[config.mk]
export PLATFORM = sky130hd
export DESIGN_NAME = imm_sequencer
export DESIGN_NICKNAME = d
export VERILOG_FILES = /design/src/rtl/imm_sequencer.sv
export SDC_FILE = /design/constraint.sdc
export NUM_CORES = 1
export LEC_CHECK = 0
export CAP_MARGIN = 20
export CELL_PAD_IN_SITES_DETAIL_PLACEMENT = 1
export CELL_PAD_IN_SITES_GLOBAL_PLACEMENT = 1
export CORE_MARGIN = 8
export CORE_UTILIZATION = 33
export DETAILED_ROUTE_END_ITERATION = 8
export PLACE_DENSITY = 0.8
export SETUP_SLACK_MARGIN = 0.5
export SLEW_MARGIN = 20
export SYNTH_ARGS = -nofsm -noshare
export SYNTH_HDL_FRONTEND = slang
export SYNTH_SLANG_ARGS = --single-unit
[constraint.sdc]
create_clock -name CLK -period 1.75 [get_ports CLK]
set_input_delay 0.525 -clock CLK [delete_from_list [all_inputs] [get_ports CLK]]
set_output_delay 0.525 -clock CLK [all_outputs]
set_load 0.01 [all_outputs]
[src/rtl/imm_sequencer.sv]
// Constant-materialization sequencer: turns a 64-bit constant into a MOVZ/MOVK (optionally MOVN) IW stream.
// Optional feature: define IMMSEQ_MOVN_EN to start with MOVN when most halfwords are 16'hFFFF.
module imm_sequencer (
  input  logic        CLK,
  input  logic        Reset,
  input  logic        InValid,
  output logic        InReady,
  input  logic [63:0] Value,
  input  logic [4:0]  Rd,
  output logic        OutValid,
  input  logic        OutReady,
  output logic [31:0] Instr,
  output logic        Last
);
  localparam logic [8:0] OP_MOVZ = 9'b110100101;
  localparam logic [8:0] OP_MOVK = 9'b111100101;
`ifdef IMMSEQ_MOVN_EN
  localparam logic [8:0] OP_MOVN = 9'b100100101;
`endif

  typedef enum logic {IDLE, EMIT} state_t;
  state_t state, state_nx;

  logic [63:0] val_q, val_nx;
  logic [4:0]  rd_q, rd_nx;
  logic [3:0]  mask_q, mask_nx;  // halfwords still to be emitted as MOVK
  logic [31:0] instr_nx;
  logic        last_nx, ovld_nx;

  function automatic logic [1:0] lowest(input logic [3:0] m);
    if (m[0])      lowest = 2'd0;
    else if (m[1]) lowest = 2'd1;
    else if (m[2]) lowest = 2'd2;
    else if (m[3]) lowest = 2'd3;
    else           lowest = 2'd0;
  endfunction

  function automatic logic [31:0] enc(input logic [8:0] op, input logic [1:0] hw,
                                      input logic [15:0] imm, input logic [4:0] rd);
    enc = {op, hw, imm, rd};
  endfunction

  // First-word selection from the incoming Value
  logic [3:0]  acc_mask;
  logic [1:0]  acc_hw;
  logic [15:0] acc_imm;
  logic [8:0]  acc_op;
  always_comb begin
    acc_mask = 4'b0;
    for (int k = 0; k < 4; k++) acc_mask[k] = (Value[16*k +: 16] != 16'h0);
    acc_op = OP_MOVZ;
`ifdef IMMSEQ_MOVN_EN
    begin
      logic [2:0] ones, zeros;
      logic [3:0] notff;
      ones  = 3'd0;
      zeros = 3'd0;
      notff = 4'b0;
      for (int k = 0; k < 4; k++) begin
        notff[k] = (Value[16*k +: 16] != 16'hFFFF);
        if (!notff[k]) ones = ones + 3'd1;
        if (!acc_mask[k]) zeros = zeros + 3'd1;
      end
      if (ones > zeros) begin
        acc_mask = notff;
        acc_op   = OP_MOVN;
      end
    end
`endif
    acc_hw  = lowest(acc_mask);
    acc_imm = Value[{acc_hw, 4'b0} +: 16];
`ifdef IMMSEQ_MOVN_EN
    if (acc_op == OP_MOVN) acc_imm = ~acc_imm;
`endif
  end

  logic [1:0] nxt_hw;
  always_comb begin
    state_nx = state;
    val_nx   = val_q;
    rd_nx    = rd_q;
    mask_nx  = mask_q;
    instr_nx = Instr;
    last_nx  = Last;
    ovld_nx  = OutValid;
    nxt_hw   = lowest(mask_q);
    case (state)
      IDLE: if (InValid) begin
        state_nx = EMIT;
        val_nx   = Value;
        rd_nx    = Rd;
        mask_nx  = acc_mask & ~(4'b1 << acc_hw);
        instr_nx = enc(acc_op, acc_hw, acc_imm, Rd);
        last_nx  = ((acc_mask & ~(4'b1 << acc_hw)) == 4'b0);
        ovld_nx  = 1'b1;
      end
      EMIT: if (OutReady) begin
        if (Last) begin
          state_nx = IDLE;
          mask_nx  = 4'b0;
          instr_nx = 32'h0;
          last_nx  = 1'b0;
          ovld_nx  = 1'b0;
        end else begin
          mask_nx  = mask_q & ~(4'b1 << nxt_hw);
          instr_nx = enc(OP_MOVK, nxt_hw, val_q[{nxt_hw, 4'b0} +: 16], rd_q);
          last_nx  = ((mask_q & ~(4'b1 << nxt_hw)) == 4'b0);
        end
      end
      default: state_nx = IDLE;
    endcase
  end

  always_ff @(posedge CLK) begin
    if (Reset) begin
      state    <= IDLE;
      val_q    <= 64'h0;
      rd_q     <= 5'h0;
      mask_q   <= 4'h0;
      Instr    <= 32'h0;
      Last     <= 1'b0;
      OutValid <= 1'b0;
    end else begin
      state    <= state_nx;
      val_q    <= val_nx;
      rd_q     <= rd_nx;
      mask_q   <= mask_nx;
      Instr    <= instr_nx;
      Last     <= last_nx;
      OutValid <= ovld_nx;
    end
  end

  assign InReady = (state == IDLE) && !Reset;
endmodule

==> metrics.txt <==
number of synthesized register bits=101; Max Fclk=0.484 GHz; mux cell area share after synthesis=0.0372; Synth Area in Adders=0.00207; initial antenna violation count=0; Vias/cell=approximately 6.7; Final setup viols=23; DIE AREA=18,800 um2; Compound-Gate Fraction of Synth Area=0.307; Synth Area in XOR/XNOR=0; GRT Resource Usage Total=0.329; Post-synth top flop=dfxtp_1; Final GP Congestion=0.858; status=finished, violations left; maximum number of pins on one net before global-route repair=~100; CP max FO=17; Iter 0 DRT Violations=835; Mapped Cells=607; number of synthesized flops with an enable pin=0; CP startpoint kind=flop; crit-path cells=or3_4, nor2_4, buf_12, a221o_1, a21oi_1, o32ai_1; DP Area=7070 um2; clk root buf=clkbuf_16; period utilization=1.18; CP bufs+invs=1; ys async rst share=0; Die X=137 um; Final nets=between 900 and 1k; total grt overflow=0; DR DRC count=0; drt total wl=36,600 um; Area Overhead vs Synth=91.8%; worst r2r src=mask_q[1]; Hold WS=0.477 ns; leak pwr=0.00381 uW; CP Class=flop to flop; layout cells sized above 1=0.573; htree depth=3; via count=between 7k and 8k; synthesized cell area=just under 5000 um2; Num CTS Buffers=9; Power Dens Cells=763 nW/um2; number of global-route vias before repair=7,200; drt pass-1 iters=5; Reg clk slew, reported paths=~0.08 ns; Port Buf Inserts=between 100 and 150; delay-heaviest family, CP=compound AO/OA/AOI/OAI gates; Max VDD drop=578 uV; Clk Latency, worst-skew pair=0.37 ns; Worst path depth=6; Yosys cell types=41; Slowest-stage cell, CP=or3_4; Final Skew=0.00943 ns; register area share after synthesis=0.418; RSZ-0062 raised after global routing=yes; ANT nets after route=0; Avg Inst Size Synth=7.98 um2; r2r endpoint=Instr[6]; R2R depth=6; min cycle time layout=2.07 ns; Avg WL per Cell=34.3 um; Filler cells=1,568; post-route cell area=9290 um2; fin. max-slew vios=0; combinational family with the most area after synthesis=compound AO/OA/AOI/OAI gates; Max-slew headroom=0.509; Setup crit end=Instr[6]; Ports=108; Worst EP required=2.00 ns; Simple-Gate Fraction of Synth Area=0.181; setup slack, reg-to-reg=-0.32 ns; maximum root-to-sink buffer count=2; Final WS setup=-0.316 ns; crit-path max cell delay=roughly 0.42 ns; die height=between 100 and 150 um; failing checks=negative setup slack; CP Launch Point=mask_q[1]; Ys Warns=0; Site Rows=44; CP Capture Type=flop; post-DP HPWL=about 15,000 um; Sink Count=just over 100; initial core utilization=0.336; CTS tree=yes; Fin. Hold Viols=0; WP data arrival=2.31 ns; worst hold path class=flop to flop; Antenna Cells=0; Worst-Margin Slew=about 0.74 ns; core area=14,400 um2; MaxCap Viol Count=0; global-route wire length before repair=about 46,000 um
==> Yosys cell counts (10+ instances only) <==
master    number  area [um2]
o21ai_0       41         205
a211oi_1      23         173
clkbuf_1      33         124
o32ai_1       16         140
dfxtp_1      101        2020
a221o_1       16         160
mux2_2        16         180
nor4_1        12        75.1
buf_4         10        75.1
o21ba_2       16         160
nand2_1      149         559
nor2_1        18        67.6
a21oi_1      106         531
==> sequential cells by signal, indices dropped and copies added (netlist names) <==
register  flops
OutValid      1
rd_q          5
Instr        25
val_q        64
state         1
mask_q        4
Last          1
==> where the power goes <==
group | switching, uW | total, uW | internal [uW]
Combinational | 1260 | 2370 | 1110
Sequential | 198 | 2680 | 2480
Clock | 997 | 2040 | 1050
==> worst reg2reg max path, delay by kind of cell, from the launching register on <==
kind / cells / cell delay, ns
and+or+nand+nor: 2 / 0.64
AOI/OAI and AO/OA: 3 / 0.71
buffers and inverters: 1 / 0.21
DFF: 1 / 0.38
==> final cells by class <==
cell class | count | area (um2) | area share
Inverter | 1 | 3.75 | 0.000404
Timing Repair Buffer | 310 | 3190 | 0.344
Clock buffer | 15 | 268 | 0.0288
Multi-Input combinational cell | 453 | 3510 | 0.378
Sequential cell | 101 | 2080 | 0.223
Tap cell | 184 | 230 | 0.0248
Clock inverter | 1 | 5.00 | 0.000539
==> kinds of logic (layout without fill, tap and decap cells) <==
kind of cell,count (synthesis),count (layout)
adder cells (fa/ha/maj),1,1
other,1,3
multiplexers,16,16
buffers and inverters,56,327
flip-flops,101,101
AO/OA/AOI/OAI,231,231
AND/OR/NAND/NOR,201,202
==> worst min path at each step <==
stage          slack [ns]  cells past startpoint      start         to
5_1_grt              0.50                      2  val_q[49]  val_q[49]
6_report             0.48                      2  val_q[51]  val_q[51]
3_3_place_gp         0.44                      2   val_q[3]   val_q[3]
2_1_floorplan        0.43                      2   val_q[0]   val_q[0]
3_5_place_dp         0.45                      2  val_q[20]  val_q[20]
4_1_cts              0.46                      2  val_q[33]  val_q[33]
==> routing by layer <==
layer | track usage | vias to the layer above | routed length [um]
li1 | - | 2719 | -
met1 | 0.381 | 3532 | 13100
met2 | 0.533 | 687 | 16200
met3 | 0.0859 | 240 | 4210
met4 | 0.204 | 0 | 3070
met5 | 0 | - | 0
==> metrics by stage <==
step                worst slack (ns)  setup TNS [ns]  utilization  power [uW]  std cells
floorplan                     0.0182               0            -        3290        609
detailed placement            -0.832          -38.26        0.490        4100        959
global route                  -0.393           -4.26        0.644        7180       1065
global placement              -0.756          -33.08        0.490        4020        959
finish                        -0.316           -3.93        0.644        7090       1065
CTS                          -0.0619         -0.0991        0.602        6420       1037
==> placed cells by master (no fill, tap or decap), drive strengths merged, types with 16 or more instances in the layout <==
master | synthesis | final
a211oi | 24 | 24
a21oi | 107 | 107
a221o | 16 | 16
buf | 21 | 272
clkbuf | 34 | 21
dfxtp | 101 | 101
mux2 | 16 | 16
nand2 | 149 | 149
nor2 | 19 | 19
nor4 | 16 | 16
o21ai | 42 | 42
o21ba | 16 | 16
o32ai | 16 | 16
==> timing repair <==
action                                  in CTS  in global routing
hold buffers                                 0                  0
resized for setup                          566                 98
buffers inserted                            49                 25
pin swaps                                   99                 28
endpoints found under the setup margin     133                133
gates cloned                                13                  3
Note: power is estimated with default switching activity, not from simulation.
==> RTL change 1: new RTL, same flow settings <==
Take the reset off `val_q`, `rd_q` and `Instr` and load them in a clocked block of their own.
--- a/src/rtl/imm_sequencer.sv
+++ b/src/rtl/imm_sequencer.sv
@@ -116,6 +116,3 @@
       state    <= IDLE;
-      val_q    <= 64'h0;
-      rd_q     <= 5'h0;
       mask_q   <= 4'h0;
-      Instr    <= 32'h0;
       Last     <= 1'b0;
@@ -124,6 +121,3 @@
       state    <= state_nx;
-      val_q    <= val_nx;
-      rd_q     <= rd_nx;
       mask_q   <= mask_nx;
-      Instr    <= instr_nx;
       Last     <= last_nx;
@@ -133,2 +127,8 @@
 
+  always_ff @(posedge CLK) begin
+    val_q <= val_nx;
+    rd_q  <= rd_nx;
+    Instr <= instr_nx;
+  end
+
   assign InReady = (state == IDLE) && !Reset;
Behaviour: not the same (a bounded check fails within 4 cycles, from zero or initial values and one cycle with Reset high).
==> RTL change 1 against the original RTL <==
The flow still finishes with violations (setup timing); clock skew increased by 0.0057 ns; total power shrank 8.1%; synthesized cell count is 45% lower; die area shrank 8.8%; wire length decreased by 40%; maximum frequency decreased by 5.2%; sequential cell count stayed put; final area is 15% lower; worst setup slack worse by 0.11 ns; register-to-register slack improved by 0.17 ns; count of clock-buffer cells in the layout is 5 lower; synthesized area shrank 9.9%.
==> RTL change 1: results (changes against the original RTL) <==
- WL/cell: 28.9 µm (-16%)
- Failing checks: setup timing
- Critical path's largest stage delay: 0.48 ns (+0.06 ns)
- Non-CTS inverters: 8 (+7)
- Global-route wire length before repair: 28000 µm (-40%)
- Share of cells above drive strength 1: 0.574 (about the same)
- Clk cell area share: 0.0359 (+0.00650)
- DR iter-0 viols: 500 (-40%)
- TNS Setup: -6.08 ns (-2.15 ns)
- Final worst setup slack: -0.429 ns (-0.112 ns)
- Seq/total area: 0.377 (+0.153)
- FF-to-FF End: Instr[14]
- EDFF count, synth: 94 (+94)
- Ranking of synthesized cells by area: edfxtp_1, mux2i_1, a22oi_1
- Portion of netlist area occupied by mux cells: 0.0367 (-0.000502)
- Placed insts: 679 (-29%)
- Bufs w/o clock: 254 (-18%)
- Worst r2r path cells: 7 (+1)
- Post-Syn Instances: 334 (-45%)
- Count of cell types in the netlist: 43 (+4.9%)
- CP startpoint kind: primary input
- WL met2: 11500 µm (-29%)
- Routed length on met3: 1540 µm (-63%)
- WHS: 0.351 ns (-0.125 ns)
- Tap cells: 176 (-4.3%)
- Worst Hold Depth: 1 (-1)
- Largest net degree at the start of global routing: 20 (-80%)
- End of the worst hold path: val_q[4]
- Vias: 4339 (-40%)
- Post-CTS Setup Inserts: 32 (-35%)
- Sw Pwr: 1780 µW (-28%)
- Delay-heaviest family, CP: simple AND/OR/NAND/NOR gates
- Status: complete, but fails checks
- Multi-input combinational area share: 0.226 (-0.152)
- Post-Synth Adder-Cell Area: 0.00258 (+0.000514)
- Number of global-route vias before repair: 4536 (-37%)
- Top cells by count, synth: edfxtp_1, nor2_1, o21ai_0
- DRT met1 WL: 7920 µm (-39%)
- Filler cells: 1277 (-19%)
- FF-to-FF setup slack: -0.15 ns (+0.17 ns)
- Final setup viols: 22 (-4.3%)
- Worst Path Arrival: 2.35 ns (+0.04 ns)
- Worst R2R Start: mask_q[3]
- Post-synthesis compound-gate area fraction: 0.144 (-0.163)
- Crit-path max FO: 6 (-11)
- RD Place Congestion: 0.860 (+0.23%)
- Multi-In Gates: 205 (-55%)
- Fin nets: 652 (-31%)
- Vias/cell: 5.71 (-15%)
==> RTL change 1: changes by cell type in the layout (fill, tap and decap cells not counted), moves of 39 or more <==
cell,before,now
edfxtp_1,0,94
a21oi_1,91,16
nand2_2,41,2
dfxtp_1,70,2
nand2_1,85,15
buf_4,136,81
==> RTL change 1: per-layer routing <==
metal	vias to the layer above	track usage
met1	2214	0.248
met2	250	0.397
met4	0	0.136
met5	-	0
met3	66	0.0556
li1	1809	-
==> RTL change 1: worst max-delay path by stage <==
stage,end,slack (ns)
detailed placement,Instr[12],-1.08
global route,Instr[14],-0.42
finish,Instr[14],-0.43
CTS,Instr[12],-0.20
global placement,Last,-0.98
floorplan,mask_q[1],-0.65
==> RTL change 1: power by group through the flow <==
stage	sequential [µW]	clock, µW	combinational, µW
finish	2930	2020	1570
detailed placement	2960	0	1140
CTS	2910	2010	1340
floorplan	2980	0	399
global route	2930	2140	1620
global placement	2950	0	1100
==> RTL change 2: new RTL, config.mk and constraints unchanged <==
Without the edit above. Add a define of `IMMSEQ_MOVN_EN`.
--- a/src/rtl/imm_sequencer.sv
+++ b/src/rtl/imm_sequencer.sv
@@ -2,2 +2,4 @@
 // Optional feature: define IMMSEQ_MOVN_EN to start with MOVN when most halfwords are 16'hFFFF.
+`define IMMSEQ_MOVN_EN
+
 module imm_sequencer (
Formal check against the unedited RTL: not equivalent (Yosys sat finds a counterexample within 4 cycles, from zero or initial values and one cycle with Reset high).
==> RTL change 2 against the original RTL <==
The flow now stops in global routing; synthesized area up 30%.
==> RTL change 2: results (changes against the original RTL) <==
- Synth Flop Type: dfxtp_1
- CTS Buf Count: 9 (unchanged)
- Largest net degree at the start of global routing: 38
- Placed insts: 1293 (+35%)
- Stop err: [ERROR GRT-0232] Routing congestion too high. Check the congestion heatmap in the GUI.
- CTS H-Tree Depth: 3 (unchanged)
- Ranking of synthesized cells by area: dfxtp_1, nand2_1, a21oi_1
- Root cell of the clock tree: clkbuf_16
- Yosys Warn Count: 0 (unchanged)
- Status: aborted with a tool error
- Asr flop ratio synth: 0 (unchanged)
- RD Place Congestion: 0.882 (+2.8%)
- Kind of the worst endpoint: register input
- Total global-route track usage: 0.581
- Global route total overflow: 1
- FP Rows: 50 (+14%)
- Top cells by count, synth: nand2_1, dfxtp_1, a21oi_1
- Count of cell types in the netlist: 53 (+29%)
- #FFs+latches synth: 102 (+0.99%)
- CTS max path bufs: 2 (unchanged)
- Worst setup endpoint GRT: Instr[5]$_SDFFE_PP0P_/D
- Post-synthesis sequential area ratio: 0.325 (-0.0929)
- Post-Syn Instances: 828 (+36%)
- Failing step: global routing
- Placed Instance Area: 9130 µm² (+29%)
- DP HPWL: 22000 µm (+42%)
- PortBufs: 104 (unchanged)
## RTL change 2: cell types whose count changed after synthesis, sizes merged, moves of 18 or more
cell,before,now
nor3,1,20
nor4,16,35
o2111ai,0,21
mux2i,0,34
o22ai,0,23
a22oi,0,18
## RTL change 2: cells by family after synthesis
group / Yosys count / share of synthesized area
and+or+nand+nor: 318 / 0.250
AOI/OAI and AO/OA: 267 / 0.277
DFF: 102 / 0.325
buffers and inverters: 87 / 0.0605
muxes: 37 / 0.0595
adders and majority gates: 10 / 0.0195
xor gates and xnor gates: 6 / 0.00836
other: 1 / 0.000596
## RTL change 2: stage by stage
stage | worst slack (ns) | hold WS, ns | TNS (ns)
2_1_floorplan | -2.42 | 0.434 | -53.79
3_3_place_gp | -3.27 | 0.441 | -102.21
3_5_place_dp | -3.42 | 0.448 | -107.52
4_1_cts | -2.34 | 0.460 | -52.33
## RTL change 2: what timing repair did
action,in CTS
hold buffers,0
setup buffers,81
pin swaps,134
resized for setup,613
endpoints found under the setup margin,134
endpoints found under the hold margin,0
gates cloned,18
## RTL change 2: routing by layer
metal  track usage  GRT overflow
met1         0.572             0
met2         0.791             1
met3         0.394             0
met4         0.539             0
met5         0.158             0
